===== src/rtl/tron_pkg.sv =====
// Shared constants for the light-cycle collision arbiter: FSM state codes,
// default coordinate widths and default playfield dimensions.
package tron_pkg;

    localparam int TRON_NUM_PLAYERS = 2;
    localparam int TRON_X_W         = 8;
    localparam int TRON_Y_W         = 7;
    localparam int TRON_FIELD_W     = 160;
    localparam int TRON_FIELD_H     = 120;

    // Judgement FSM: snapshot in IDLE, read/check each player, write survivors, commit.
    localparam int         ST_W    = 3;
    localparam logic [2:0] ST_IDLE = 3'd0;
    localparam logic [2:0] ST_RD   = 3'd1;
    localparam logic [2:0] ST_CHK  = 3'd2;
    localparam logic [2:0] ST_WR   = 3'd3;
    localparam logic [2:0] ST_FIN  = 3'd4;

endpackage


===== src/rtl/tron_headon_cmp.sv =====
// Pairwise head-on detector: a player collides when any other alive player
// shares its exact {x,y}. Purely combinational.
module tron_headon_cmp #(
    parameter int NUM_PLAYERS = 2,
    parameter int X_W         = 8,
    parameter int Y_W         = 7
) (
    input  logic [NUM_PLAYERS*X_W-1:0] x,
    input  logic [NUM_PLAYERS*Y_W-1:0] y,
    input  logic [NUM_PLAYERS-1:0]     alive,
    output logic [NUM_PLAYERS-1:0]     collide
);

    // Compare every ordered pair; both members of an equal pair get flagged.
    always_comb begin
        collide = '0;
        for (int i = 0; i < NUM_PLAYERS; i++) begin
            for (int j = 0; j < NUM_PLAYERS; j++) begin
                if (i != j && alive[i] && alive[j] &&
                    x[i*X_W +: X_W] == x[j*X_W +: X_W] &&
                    y[i*Y_W +: Y_W] == y[j*Y_W +: Y_W]) begin
                    collide[i] = 1'b1;
                end
            end
        end
    end

endmodule


===== src/rtl/tron_collision_arbiter.sv =====
// Per-tick collision judge for NUM_PLAYERS light-cycles. Every player is
// judged against the same pre-tick trail image; survivors are written back
// only after all reads, so losses within a tick are simultaneous.
module tron_collision_arbiter
    import tron_pkg::*;
#(
    parameter int NUM_PLAYERS = TRON_NUM_PLAYERS,
    parameter int X_W         = TRON_X_W,
    parameter int Y_W         = TRON_Y_W,
    parameter int FIELD_W     = TRON_FIELD_W,
    parameter int FIELD_H     = TRON_FIELD_H,
    localparam int ADDR_W     = Y_W + X_W
) (
    input  logic                       clk,
    input  logic                       resetn,
    input  logic                       tick,
    input  logic                       round_clr,
    input  logic [NUM_PLAYERS*X_W-1:0] p_x,
    input  logic [NUM_PLAYERS*Y_W-1:0] p_y,
    output logic [ADDR_W-1:0]          mem_raddr,
    input  logic                       mem_rdata,
    output logic                       mem_we,
    output logic [ADDR_W-1:0]          mem_waddr,
    output logic [NUM_PLAYERS-1:0]     lost,
    output logic                       busy,
    output logic                       done,
    output logic                       game_over,
    output logic [NUM_PLAYERS-1:0]     winner,
    output logic                       tick_overrun,
    output logic                       dbg_rdata
);

    localparam int IDX_W = $clog2(NUM_PLAYERS);

    logic [ST_W-1:0]            state_q, state_d;
    logic [IDX_W-1:0]           idx_q, idx_d;
    logic [NUM_PLAYERS*X_W-1:0] snap_x_q, snap_x_d;
    logic [NUM_PLAYERS*Y_W-1:0] snap_y_q, snap_y_d;
    logic [NUM_PLAYERS-1:0]     pending_q, pending_d;
    logic [NUM_PLAYERS-1:0]     lost_q, lost_d;
    logic [NUM_PLAYERS-1:0]     winner_q, winner_d;
    logic                       game_over_q, game_over_d;
    logic                       tick_overrun_q, tick_overrun_d;
    logic                       dbg_rdata_q, dbg_rdata_d;

    logic [NUM_PLAYERS-1:0]     oob_in, oob_snap, headon;
    logic [NUM_PLAYERS-1:0]     lost_fin;
    logic [3:0]                 alive_cnt;
    logic [X_W-1:0]             cur_x;
    logic [Y_W-1:0]             cur_y;
    logic [ADDR_W-1:0]          cur_addr;
    logic                       cur_alive, cur_inb, last_idx;

    // Head-on check runs on the live inputs so its result is ready on the
    // same edge that captures them into the snapshot registers.
    tron_headon_cmp #(
        .NUM_PLAYERS (NUM_PLAYERS),
        .X_W         (X_W),
        .Y_W         (Y_W)
    ) u_headon (
        .x       (p_x),
        .y       (p_y),
        .alive   (~lost_q),
        .collide (headon)
    );

    // Bounds flags for the incoming positions and for the held snapshot.
    always_comb begin
        oob_in   = '0;
        oob_snap = '0;
        for (int k = 0; k < NUM_PLAYERS; k++) begin
            oob_in[k]   = (int'(p_x[k*X_W +: X_W]) >= FIELD_W) ||
                          (int'(p_y[k*Y_W +: Y_W]) >= FIELD_H);
            oob_snap[k] = (int'(snap_x_q[k*X_W +: X_W]) >= FIELD_W) ||
                          (int'(snap_y_q[k*Y_W +: Y_W]) >= FIELD_H);
        end
    end

    // Attributes of the player currently selected by idx.
    always_comb begin
        cur_x     = snap_x_q[idx_q*X_W +: X_W];
        cur_y     = snap_y_q[idx_q*Y_W +: Y_W];
        cur_addr  = {cur_y, cur_x};
        cur_alive = ~lost_q[idx_q];
        cur_inb   = ~oob_snap[idx_q];
        last_idx  = (idx_q == IDX_W'(NUM_PLAYERS - 1));
    end

    // Loss vector and survivor count as they will stand after this tick commits.
    always_comb begin
        lost_fin  = lost_q | pending_q;
        alive_cnt = '0;
        for (int k = 0; k < NUM_PLAYERS; k++) begin
            alive_cnt = alive_cnt + {3'b000, ~lost_fin[k]};
        end
    end

    // FSM next-state, memory port drive and judgement bookkeeping.
    always_comb begin
        // NOTE: every signal assigned here gets a default first, so no path can infer a latch.
        state_d        = state_q;
        idx_d          = idx_q;
        snap_x_d       = snap_x_q;
        snap_y_d       = snap_y_q;
        pending_d      = pending_q;
        lost_d         = lost_q;
        winner_d       = winner_q;
        game_over_d    = game_over_q;
        tick_overrun_d = tick_overrun_q;
        dbg_rdata_d    = dbg_rdata_q;
        mem_raddr      = '0;
        mem_we         = 1'b0;
        mem_waddr      = '0;
        done           = 1'b0;

        case (state_q)
            ST_IDLE: begin
                if (tick && !game_over_q) begin
                    snap_x_d  = p_x;
                    snap_y_d  = p_y;
                    pending_d = oob_in | headon;
                    idx_d     = '0;
                    state_d   = ST_RD;
                end
            end
            ST_RD: begin
                mem_raddr = cur_inb ? cur_addr : '0;
                state_d   = ST_CHK;
            end
            ST_CHK: begin
                // Address held so the BRAM output stays tied to this player.
                mem_raddr   = cur_inb ? cur_addr : '0;
                dbg_rdata_d = mem_rdata;
                if (mem_rdata && cur_alive && cur_inb) begin
                    pending_d[idx_q] = 1'b1;
                end
                if (last_idx) begin
                    idx_d   = '0;
                    state_d = ST_WR;
                end else begin
                    idx_d   = idx_q + IDX_W'(1);
                    state_d = ST_RD;
                end
            end
            ST_WR: begin
                if (cur_alive && !pending_q[idx_q] && cur_inb) begin
                    mem_we    = 1'b1;
                    mem_waddr = cur_addr;
                end
                if (last_idx) begin
                    idx_d   = '0;
                    state_d = ST_FIN;
                end else begin
                    idx_d   = idx_q + IDX_W'(1);
                end
            end
            ST_FIN: begin
                done        = 1'b1;
                lost_d      = lost_fin;
                game_over_d = game_over_q || (alive_cnt <= 4'd1);
                winner_d    = (alive_cnt == 4'd1) ? ~lost_fin : '0;
                state_d     = ST_IDLE;
            end
            default: begin
                state_d = ST_IDLE;
                idx_d   = '0;
            end
        endcase

        if (tick && state_q != ST_IDLE) begin
            tick_overrun_d = 1'b1;
        end

        // Round restart aborts any judgement in flight; the trail memory is left alone.
        if (round_clr) begin
            state_d        = ST_IDLE;
            idx_d          = '0;
            pending_d      = '0;
            lost_d         = '0;
            winner_d       = '0;
            game_over_d    = 1'b0;
            tick_overrun_d = 1'b0;
            mem_we         = 1'b0;
            done           = 1'b0;
        end
    end

    // State registers with synchronous active-low reset.
    always_ff @(posedge clk) begin
        // NOTE: sequential state uses non-blocking assignments so all flops update together.
        if (!resetn) begin
            state_q        <= ST_IDLE;
            idx_q          <= '0;
            snap_x_q       <= '0;
            snap_y_q       <= '0;
            pending_q      <= '0;
            lost_q         <= '0;
            winner_q       <= '0;
            game_over_q    <= 1'b0;
            tick_overrun_q <= 1'b0;
            dbg_rdata_q    <= 1'b0;
        end else begin
            state_q        <= state_d;
            idx_q          <= idx_d;
            snap_x_q       <= snap_x_d;
            snap_y_q       <= snap_y_d;
            pending_q      <= pending_d;
            lost_q         <= lost_d;
            winner_q       <= winner_d;
            game_over_q    <= game_over_d;
            tick_overrun_q <= tick_overrun_d;
            dbg_rdata_q    <= dbg_rdata_d;
        end
    end

    assign lost         = lost_q;
    assign winner       = winner_q;
    assign game_over    = game_over_q;
    assign tick_overrun = tick_overrun_q;
    assign dbg_rdata    = dbg_rdata_q;
    assign busy         = (state_q != ST_IDLE);

endmodule


===== config.mk =====
export PLATFORM = sky130hd
export DESIGN_NAME = tron_collision_arbiter
export DESIGN_NICKNAME = d
export VERILOG_FILES = /design/src/rtl/tron_pkg.sv /design/src/rtl/tron_headon_cmp.sv /design/src/rtl/tron_collision_arbiter.sv
export SDC_FILE = /design/constraint.sdc
export NUM_CORES = 1
export LEC_CHECK = 0
export CELL_PAD_IN_SITES_DETAIL_PLACEMENT = 0
export CELL_PAD_IN_SITES_GLOBAL_PLACEMENT = 1
export CORE_MARGIN = 2
export CORE_UTILIZATION = 35
export CTS_CLUSTER_DIAMETER = 120
export CTS_CLUSTER_SIZE = 14
export DETAILED_ROUTE_END_ITERATION = 12
export PLACE_DENSITY_LB_ADDON = 0.05
export SLEW_MARGIN = 20
export SYNTH_ARGS = -nofsm -noshare
export SYNTH_HDL_FRONTEND = slang
export SYNTH_SLANG_ARGS = --single-unit

===== constraint.sdc =====
create_clock -name clk -period 5.1 [get_ports clk]
set_clock_uncertainty 0.2 [all_clocks]
set_input_delay 0.765 -clock clk [delete_from_list [all_inputs] [get_ports clk]]
set_output_delay 0.765 -clock clk [all_outputs]
set_load 0.02 [all_outputs]

======== Word-level counts from Yosys, hierarchy flattened ========
Index checks and enable logic that the tools add are counted.
W data, S select, Z words.
word-level totals
  register bits ........................... 43
  bits in latches ......................... 0
  RAM bits ................................ 0
  bits in read-only memories .............. 0
  input port bits ......................... 35
  output and inout bits ................... 40
  logic and storage cells ................. 109
  memories kept ........................... 0
cells by class
  $add $sub $neg .......................... 2
  multipliers ............................. 1
  div/mod/pow operators ................... 0
  order comparisons ....................... 11
  equality and inequality tests ........... 12
  shifts and indexed selects .............. 2
  multiplexer cells ....................... 30
  bitwise operators ....................... 11
  reductions and logical operators ........ 30
operator list
  kind                   number
  $mux W15               4
  $ge A8 B8 Y1 const B   4
  $ge A7 B7 Y1 const B   4
  $eq A8 B8 Y1           2
  $mux W1                16
  $shiftx A16 B5 Y8      1
  $eq A7 B7 Y1           2
  $shiftx A14 B5 Y7      1
  $logic_and A1 B1 Y1    12
  $pmux W3 S4            1
  $mux W2                4
  $reduce_or A2 Y1       4
  $eq A3 B2 Y1 const B   2
  $mux W3                2
  $ne A2 B2 Y1 const B   3
  $not A1 Y1             6
  $or A2 B2 Y2           3
  $reduce_and A2 Y1      3
  $logic_or A1 B1 Y1     5
  $mul A1 B3 Y4 const B  1
  $not A2 Y2             2
  $pmux W2 S2            1
  $eq A3 B1 Y1 const B   1
  $eq A3 B3 Y1 const B   1
  13 further kinds       14

======== Depth between registers and ports, before layout ========
  word-level depth ........................ 9
  mapped depth ............................ 8
  mapped depth without buffers ............ 5

======== Hierarchy ========
Synthesis repeated with hierarchy kept, for this count alone.
unflattened totals
  cells, all modules ...................... 304
  area total of the unflattened synthesis .. 2,513.7 sq um
modules (own cells, without submodules)
  module                  times used  cells each  area each (sq um)  seq. area each (sq um)
  tron_collision_arbiter  1           282         2,332.2            860.8
  tron_headon_cmp         1           22          181.4              0.0

======== Worst setup path after synthesis ========
OpenSTA, ideal clock, no wires.
  path kind ............................... register to output
  start point ............................. register idx_q
  end point ............................... output port mem_waddr[0]
  arrival time ............................ 1.702 ns
  required time ........................... 4.135 ns
  slack ................................... 2.433 ns
  stages on the path, launching flop included .. 9
  path buffers ............................ 3
  cells stage by stage .................... dfxtp_1 -> buf_4 -> nor2b_1 -> nand4_1 -> nand2_1 -> or4_1 -> buf_2 -> buf_6 -> nor2_1
between the ends
  cells in the longest elaborated chain, start to end .. 7
  elaborated cells on any way between the ends .. 14
  classes of those cells .................. shift (1); mux (8); bitwise (2); reduce/logical (3)
RTL lines
  item                                                       line                           RTL
  start, declared                                            tron_collision_arbiter.sv:36   logic [IDX_W-1:0] idx_q, idx_d;
  start signal, assigned                                     tron_collision_arbiter.sv:204  idx_q <= idx_d;
  branches (longest 5 deep; another with $shiftx A16 B5 Y8)  n/a
  $mux W15 (*)                                               tron_collision_arbiter.sv:146  if (cur_alive && !pending_q[idx_q] && cur_inb) begin
  $mux W15 (*)                                               tron_collision_arbiter.sv:116  case (state_q)
  end, declared                                              tron_collision_arbiter.sv:23   output logic [ADDR_W-1:0] mem_waddr,
Every way passes the cells marked *. The select of a mux whose other input is x is not followed.

======== Worst setup path in the final report ========
  start point ............................. register idx_q
  end point ............................... output port mem_waddr[10]
between the ends
  cells in the longest elaborated chain, start to end .. 7
  elaborated cells on any way between the ends .. 15
  classes of those cells .................. mul (1); shift (1); mux (8); bitwise (2); reduce/logical (3)
RTL lines
  item                                                   line
  branches (longest 5 deep; another with $mul A1 B3 Y4)  n/a
  $mux W15 (*)                                           tron_collision_arbiter.sv:146
  $mux W15 (*)                                           tron_collision_arbiter.sv:116
Marked as above.

==> results.cfg <==
[outcome]
outcome = finished, final reports clean

[clocking]
postCtsSetupBuffers = 0
postCtsResizedCells = 0
max_buffers_root_to_sink = 2
cts_hold_buffers = 0
source_to_sink_clock_delay_at_the_later_pin_of_the_worst_skew_pair_ns = 0.30
cts_root_buf = sky130_fd_sc_hd__clkbuf_8
clk_transition_reported_paths_ns = 0.09
cts_htree_levels = 2
cts_inserted_buffers = 5
cts_sinks = 43
tritoncts_clock_tree = done

[timing]
slew_at_the_pin_closest_to_its_max_slew_limit_ns = 0.731
period_minus_slack_ns = 4.11
totalNegativeSetupSlack_ns = 0
layout_worst_path_cycle_share_pct = 80.6
unrepaired_setup_endpoints_after_global_routing = no
timing.max_slew.rel_slack_pct = 51.2
maximum_clock_frequency_mhz = 243
holdWs_ns = 0.257
final-hold-violation-count = 0
drv_slew = 0
report.final.setup_viol = 0

[pwr]
share_comb_of_total_power_pct = 16.8
power.internal_uw = 504
pwr_density_cell_mw_per_mm2 = 224
irDropWorstVdd_mv = 0.114
power.sequential.fraction_pct = 52.3
clock_network_power_share_pct = 30.9
total_power_uw = 695
netSwitchingPower_uw = 191
netSwitchingFraction_pct = 27.4
leakagePower_uw = 0.00104

[drt]
detail_route.vias_per_cell = 4.92
drt_first_pass_iters = 4
detail_route.drc_violations = 0
avgRoutedWirePerCell_um = 14.3
wl_um = 6200
antenna_left = 0
vias = 2134
initial_drt_markers = 81

[final_layout]
fillCellCount = 641
seqCellArea_um2 = 861
layout.core_utilization_pct = 49.0
post_route_cells_drive_above_1_share_pct = 3.64
multi_input_combinational_cell_area_mm2 = 0.00130
layout-area-overhead-vs-synth_pct = 35.8
fin_area_mm2 = 0.00310
antenna-diode-count = 0
mostFrequentLayoutCells = 73 x sky130_fd_sc_hd__clkdlybuf4s50_1, 66 x sky130_fd_sc_hd__nand2_1, 44 x sky130_fd_sc_hd__nor2_1
final_common_cell = sky130_fd_sc_hd__clkdlybuf4s50_1
num-nets-final = 391

[setup_path]
maximum_fanout_along_the_worst_path = 19
arrival_time_at_the_worst_endpoint_ns = 3.15
crit_type = register to output port
critPathRequiredTime_ns = 4.14
critical_path.endpoint_type = output port
worstSetupStartpointType = register

[synth]
ys_types = 35
yosysTopAreaCellShare_pct = 37.7
ys_seq_area_share_pct = 37.7
compound_gate_fraction_of_synth_area_pct = 16.5
yosys.area_share.xor_xnor_pct = 6.53
post_synth_and_or_nand_nor_area_fraction_pct = 27.2
yosys_warnings = 0
synth_area_mm2 = 0.00228
yosys_register_bits = 43
mappedNetlistNets = 329
synthMuxAreaShare_pct = 6.58
post-synth-top-area-cell = sky130_fd_sc_hd__dfxtp_1
syn_avg_cell_area_um2 = 7.76
synth_adder_area_share_pct = 0
syn_inst = 294
synth_top_cells_by_area = sky130_fd_sc_hd__dfxtp_1 38%, sky130_fd_sc_hd__nand2_1 11%, sky130_fd_sc_hd__a21boi_0 8.2%, sky130_fd_sc_hd__nor2_1 7.4%, sky130_fd_sc_hd__mux2i_1 6.6%
largest_family_of_logic_cells_by_synthesized_area = simple AND/OR/NAND/NOR gates

[floorplanning]
placeableCoreArea_mm2 = 0.00631
starting_density_pct = 36.1
floorplan.rows = 29
die_area_mm2 = 0.00718
fp.dieH_um = 84.7
io-pin-count = 75
die-width_um = 84.7

[global_route]
grt_most_used_layer = met2
grt_start_max_net_pins = 34
grt_met1_usage_pct = 23.7
track_usage_pct = 17.8
globalRouteOverflowTotal = 0
initial_antenna_violation_count = 0
grtUsageMet3_pct = 4.33
global_route.usage.met2_pct = 28.9
grt_pass1_vias = 2035
grt_first_pass_wirelength_um = 10100

[place]
buffer_ports.inserted = 74
hpwlAfterDp_um = 4470
globalplace.congestion = 0.848
standard_cell_area_after_detailed_placement_mm2 = 0.00302

[hold_path]
hold_path.class = register to register

[flow_run]
total_of_max_cap_violations = 0
[metal layers]
layer / wire length (um) / share of wire [%] / vias up
met5: 0 / 0 / -
met4: 69 / 1.1 / 0
met3: 320 / 5.2 / 6
met2: 2790 / 45 / 57
met1: 3020 / 49 / 967
li1: - / - / 1104
[registers in the layout (all words and copies together) (netlist names)]
signal and cells:
state_q 3, snap_x_q 16, tick_overrun 1, idx_q 1, pending_q 2, lost 2
dbg_rdata 1, winner 2, snap_y_q 14, game_over 1
[synth_stat cells, drive strengths merged]
cell and instances:
nand2 66, nor2 45, dfxtp 43, a21boi 31, buf 15, mux2i 15
xnor2 11, a21oi 10, nand4 7, clkbuf 6, nor3 6, xor2 6
nand2b 3, nor2b 3, nor4 3, o21ai 3, a22oi 2, inv 2
nand3 2, o221a 2, or4 2, a2111oi 1, and2 1, and3 1
nand3b 1, nor4bb 1, o2111ai 1, o211ai 1, o21a 1, o31ai 1
or2 1, or3 1
[cell type report]
cell class	instances	area share, %
Inverter	2	0.242
Multi-Input combinational cell	228	41.9
Sequential cell	43	27.8
Clock inverter	2	0.404
Tap cell	77	3.11
Timing Repair Buffer	76	24.2
Clock buffer	6	2.34
[path summary, 6_finish.rpt]
check	startpoint	end	slack, ns	cells after the start
setup reg to reg	state_q[0]	pending_q[0]	2.89	4
setup / recovery	idx_q	mem_waddr[10]	0.99	6
hold / removal	snap_x_q[4]	snap_x_q[4]	0.26	2
hold reg to reg	snap_x_q[4]	snap_x_q[4]	0.26	2
[kinds of logic after synthesis]
logic type      Yosys count
simple gates            143
compound gates           53
flops                    43
buf+inv                  23
xor+xnor                 17
mux                      15
[stage by stage]
stage	std cells	setup slack (ns)
2_1_floorplan	294	2.43
3_3_place_gp	426	1.31
3_5_place_dp	426	1.27
4_1_cts	434	0.940
5_1_grt	434	0.697
6_report	434	0.990
[power groups by stage]
stage	combinational, uW	clock (uW)	sequential (uW)
detailed placement	119	0	371
CTS	119	223	363
global route	131	237	366
floorplan	67.2	0	367
finish	117	215	363
global placement	118	0	371
[critical path: stages, from the launching register on]
cell and delay (ns):
sky130_fd_sc_hd__dfxtp_1 0.80, sky130_fd_sc_hd__nor2b_1 0.13, sky130_fd_sc_hd__nand4_1 0.16, sky130_fd_sc_hd__nand2_1 0.08, sky130_fd_sc_hd__or4_1 0.83, sky130_fd_sc_hd__nor2_1 0.21, sky130_fd_sc_hd__clkdlybuf4s50_1 0.62
(Power assumes the default switching activity.)
